**config.mk**
```make
export PLATFORM = sky130hd
export DESIGN_NAME = moving_average
export DESIGN_NICKNAME = d
export VERILOG_FILES = /design/src/rtl/moving_average.sv
export SDC_FILE = /design/constraint.sdc
export NUM_CORES = 1
export LEC_CHECK = 0
export CAP_MARGIN = 5
export CORE_AREA = 4 4 96 80
export DETAILED_ROUTE_END_ITERATION = 8
export DIE_AREA = 0 0 100 84
export HOLD_SLACK_MARGIN = 0.15
export MAX_ROUTING_LAYER = met4
export PLACE_DENSITY_LB_ADDON = 0.08
export SYNTH_ARGS = -nofsm -noshare
export SYNTH_HDL_FRONTEND = slang
export SYNTH_SLANG_ARGS = --single-unit
```
**constraint.sdc**
```tcl
create_clock -name aclk -period 4.37 [get_ports aclk]
set_clock_uncertainty 0.05 [all_clocks]
set_input_delay 0.6555 -clock aclk [delete_from_list [all_inputs] [get_ports aclk]]
set_output_delay 0.6555 -clock aclk [all_outputs]
set_load 0.05 [all_outputs]
```
**src/rtl/moving_average.sv**
```systemverilog
// Streaming moving average over a 2**WIN_LOG2 sample window with one cycle of latency.
// Optional build macro MOVING_AVERAGE_ROUND_EN selects round-half-up instead of truncation.
module moving_average #(
  parameter int TDATA_WIDTH = 8,
  parameter int WIN_LOG2    = 2
) (
  input  logic                   aclk,
  input  logic                   areset,
  input  logic                   s_axis_tvalid,
  output logic                   s_axis_tready,
  input  logic [TDATA_WIDTH-1:0] s_axis_tdata,
  output logic                   m_axis_tvalid,
  input  logic                   m_axis_tready,
  output logic [TDATA_WIDTH-1:0] m_axis_tdata
);

  localparam int WINDOW = 1 << WIN_LOG2;
  localparam int SUM_W  = TDATA_WIDTH + WIN_LOG2;

  // Handshake: a transfer happens on a rising edge where valid && ready. The output
  // register may be refilled whenever it is empty or being drained in the same cycle,
  // so s_axis_tready depends only on m_axis_tvalid and m_axis_tready.
  logic signed [TDATA_WIDTH-1:0] history [WINDOW];
  logic [WIN_LOG2-1:0]           wr_ptr;
  logic signed [SUM_W-1:0]       sum;
  logic signed [SUM_W-1:0]       sum_next;
  logic signed [SUM_W-1:0]       new_ext;
  logic signed [SUM_W-1:0]       old_ext;
  logic [TDATA_WIDTH-1:0]        result;
  logic                          in_xfer;
  logic                          out_xfer;

  assign s_axis_tready = !m_axis_tvalid || m_axis_tready;
  assign in_xfer       = s_axis_tvalid && s_axis_tready;
  assign out_xfer      = m_axis_tvalid && m_axis_tready;

  assign new_ext  = {{WIN_LOG2{s_axis_tdata[TDATA_WIDTH-1]}}, s_axis_tdata};
  assign old_ext  = {{WIN_LOG2{history[wr_ptr][TDATA_WIDTH-1]}}, history[wr_ptr]};
  assign sum_next = sum + new_ext - old_ext;

`ifdef MOVING_AVERAGE_ROUND_EN
  // One guard bit above the sum so adding the half-LSB bias can never wrap.
  localparam logic [SUM_W:0] ROUND_BIAS = (SUM_W + 1)'(1) << (WIN_LOG2 - 1);
  logic [SUM_W:0] rounded;
  assign rounded = {sum_next[SUM_W-1], sum_next} + ROUND_BIAS;
  assign result  = rounded[SUM_W-1:WIN_LOG2];
`else
  // Dropping the low WIN_LOG2 bits of a two's complement sum floors toward -inf.
  assign result = sum_next[SUM_W-1:WIN_LOG2];
`endif

  always_ff @(posedge aclk) begin
    if (areset) begin
      for (int i = 0; i < WINDOW; i++) begin
        history[i] <= '0;
      end
      wr_ptr        <= '0;
      sum           <= '0;
      m_axis_tvalid <= 1'b0;
      m_axis_tdata  <= '0;
    end else if (in_xfer) begin
      history[wr_ptr] <= s_axis_tdata;
      wr_ptr          <= wr_ptr + WIN_LOG2'(1);
      sum             <= sum_next;
      m_axis_tdata    <= result;
      m_axis_tvalid   <= 1'b1;
    end else if (out_xfer) begin
      m_axis_tvalid <= 1'b0;
    end
  end

endmodule

```
# Word level (Yosys, flattened, before mapping)
# Memories as Yosys holds them, arrays and structs flattened. A register that Yosys moved wholly into a read port is not among the register bits.
# Index checks and enable logic that the tools add are counted.
# W data, S select, Z words.
# classes
addsub	3
n_mux	12
reduce_logical	6
# op_table
operator	n
$add A10 B8 Y10	1
$sub A10 B8 Y10	1
$mux W1	8
$mux W8	1
$reduce_or A8 Y1	1
$mux W2	3
$add A2 B1 Y2 const B	1
$logic_and A1 B1 Y1	2
$reduce_bool A2 Y1	1
$logic_not A1 Y1	1
$logic_or A1 B1 Y1	1
# totals
regBits	21
ram_bits	32
input_bits	12
output_inout_bits	10
mem_count	1
# mem_list
name	depth	width	read_ports	rd_ports_with_merged_regs	write_ports	line	source
history	4	8	1	1	4	23	logic signed [TDATA_WIDTH-1:0] history [WINDOW];

# Logic depth before layout (Yosys ltp)
# logic_depth
word_depth	8
depth_mapped	13
mapped_depth_nobuf	12

# Least setup slack after synthesis
# No wires, ideal clock.
# synth_path
path_type	reg-to-reg
startpoint	register with a tool-made name
endpoint	register m_axis_tdata[7]
setup_time_ps	123
arrival_ps	3113
required_time_ps	4197
setup_slack_ps	1083
stages_incl_launch_ff	12
path_buffers	1
path_cell_list	dfxtp_1 buf_2 mux4_2 fa_1 inv_1 ha_1 a21o_1 a21o_1 a21o_1 a31oi_2 mux2i_1 mux2_1
# synth_lines
item	line	source
to (signal assigned)	65	m_axis_tdata <= result;
to (decl)	14	output logic [TDATA_WIDTH-1:0] m_axis_tdata

==> flow_summary.yaml <==
outcome:
  status: "finished clean"
setup_path:
  cpMostUsedCell: "a21o_1"
  critPathArrivalTime_ps: 3750
  r2r_slack_ps: 760
  cp_num_buf_inv: 2
  crit_chain: "buf_4 -> mux4_2 -> fa_1 -> inv_1 -> ha_1 -> a21o_1 -> a21o_1 -> a21o_1 -> a31oi_2 -> mux2i_1 -> mux2_1"
  path_max_fanout: 6
  critPathMaxStageDelay_ps: 520
  cp.required_ps: 4510
  critPathCaptureType: "register"
  crit_family: "multiplexers"
  critPathSlowestCell: "mux4_2"
  path_class: "reg2reg"
  critPathLaunchType: "register"
logic_synthesis:
  yosys_warnings: 0
  ys.flop_type: "edfxtp_1"
  syn_nets: 277
  syn_inst: 245
  synthArstFlopShare_pct: 0
  syn_area_sq_um: 2640
  synth.distinct_cells: 40
  synth_edf_count: 32
  ys_seq_area_share_pct: 47.8
  synth-seq-cells: 47
  avgSynthCellArea_sq_um: 10.8
pwr:
  peakVddDrop_v: 0.000228
  leakagePower_nw: 1.29
  powerDensity_nw_per_um2: 531
  p_total_w: 0.00159
drt:
  drt_wl_total_microns: 5360
  drt-pass1-iter-count: 4
  drtAntennaViolNets: 0
  post_drt_wl_per_cell_microns: 15.3
  vias: 1631
  drcViolationCount: 0
  via_per_inst: 4.66
  drtIter0Drc: 66
sta:
  tns_ps: 0
  timing.hold.ws_ps: 418
  hold_viol_final: 0
  worst-slew-pin-transition_ps: 1040
  min_period_ps: 3610
  max_freq_mhz: 277
  finalCritPeriodShare_pct: 82.6
  setup-violations-final: 0
  max_slew_margin_pct: 30.8
  rsz0062_at_grt: "false"
  slew_violations: 0
die:
  core.rowCount: 27
  design.die.area_sq_um: 8400
  die_x_microns: 100
  initial_core_util_pct: 39.3
  die_h_microns: 84
  num_io_pins: 22
  fp.coreArea_sq_um: 6720
cells_and_area:
  multi_input_area_sq_um: 1110
  mostFrequentLayoutCells: "inv_1, edfxtp_1, nor2_1"
  diodes: 0
  fillerInstances: 665
  drive_gt1_share_pct: 11.0
  final_core_util_pct: 44.5
  area_growth_pct: 13.4
  seq_area_sq_um: 1260
  layout.cells.most_common: "inv_1"
  nets: 294
cts:
  cts_root_buf: "clkbuf_8"
  numClockSinks: 47
  cts_tree: "yes"
  clk_latency_ps: 310
  post_cts_resized: 0
  cts_setup_buffers: 0
  ctsLongestPathBuffers: 2
  numCtsBuffers: 5
  hold_buffers: 0
  htree_levels: 2
  cts.clk_slew.worst_paths_ps: 100
min_path:
  min_path_type: "reg2reg"
  hold_start: "sum[0]"
grt:
  first_global_vias: 1738
  grt_max_degree: 24
  antenna_found_initial: 0
  grt.total_usage_pct: 14.2
  overflow: 0
  grt_pass1_wl_microns: 8870
placed_design:
  io_buffers: 21
  routabilityCongestion: 0.785
  dp_hpwl_microns: 3920
run:
  maxCapViolCount: 0
worst min-delay path: stages (launching register included):
cell	delay, ps
dfxtp_1	330
nand2_1	50
a21oi_1	50
sequential cells by signal (all words and copies together) (netlist names), named ones only:
signal         cells
history           32
m_axis_tvalid      1
sum                2
wr_ptr             2
m_axis_tdata       8
cell type report:
cell class,count,area share (%)
clock buffer,5,2.30
clock inverter,3,0.627
inverter,46,5.77
multi-input combinational,136,37.2
sequential,47,42.1
tap,87,3.64
timing repair buffer,26,8.28
per-layer routing:
layer,part of all wire (%),up-vias,global-route usage [%]
met5,0,-,-
met3,3.4,6,2.76
met4,0.99,0,2.94
met2,45,29,21.8
li1,-,836,-
met1,51,760,19.5
power breakdown:
| group | internal, W | total (W) | switching [W] |
|---|---|---|---|
| Clock | 0.000113 | 0.000277 | 0.000163 |
| Sequential | 0.000532 | 0.000564 | 0.0000319 |
| Combinational | 0.000319 | 0.000748 | 0.000429 |
final timing paths:
path	to	cells after the start
hold / removal	sum[0]	2
hold reg to reg	sum[0]	2
setup / recovery	m_axis_tdata[7]	11
setup reg to reg	m_axis_tdata[7]	11
cell usage after synthesis (all sizes together), types with 2 or more instances:
| cell type | count | area [sq um] |
|---|---|---|
| o21ai | 3 | 18.8 |
| fa | 9 | 180 |
| ha | 11 | 138 |
| nor2b | 3 | 18.8 |
| nand2 | 17 | 63.8 |
| o21bai | 3 | 22.5 |
| and2 | 9 | 56.3 |
| edfxtp | 32 | 961 |
| nand2b | 3 | 18.8 |
| nor3 | 2 | 10.0 |
| xnor2 | 4 | 35.0 |
| or2 | 2 | 12.5 |
| a31oi | 3 | 25.0 |
| buf | 12 | 76.3 |
| a21oi | 8 | 40.0 |
| mux2i | 2 | 20.0 |
| nor2 | 28 | 105 |
| a22o | 2 | 17.5 |
| dfxtp | 15 | 300 |
| a21o | 5 | 38.8 |
| xor2 | 3 | 26.3 |
| mux4 | 8 | 180 |
| inv | 46 | 173 |
| clkbuf | 4 | 15.0 |
per-stage QoR:
step	setup slack, ps	area [sq um]	std cells
floorplan	1080	2640	245
global placement	799	2910	342
detailed placement	720	2910	342
CTS	739	2990	350
global route	565	2990	350
finish	762	2990	350
cells by family (layout without fill, tap and decap cells):
| kind of cell | Yosys count | count (layout) | share of synthesized area, % |
|---|---|---|---|
| xor+xnor | 7 | 7 | 2.32 |
| mux | 11 | 11 | 8.01 |
| simple gates | 70 | 70 | 12.5 |
| buf+inv | 62 | 80 | 10.0 |
| compound gates | 28 | 28 | 7.39 |
| flops | 47 | 47 | 47.8 |
| fa+ha+maj | 20 | 20 | 12.0 |
(Power assumes the default switching activity.)
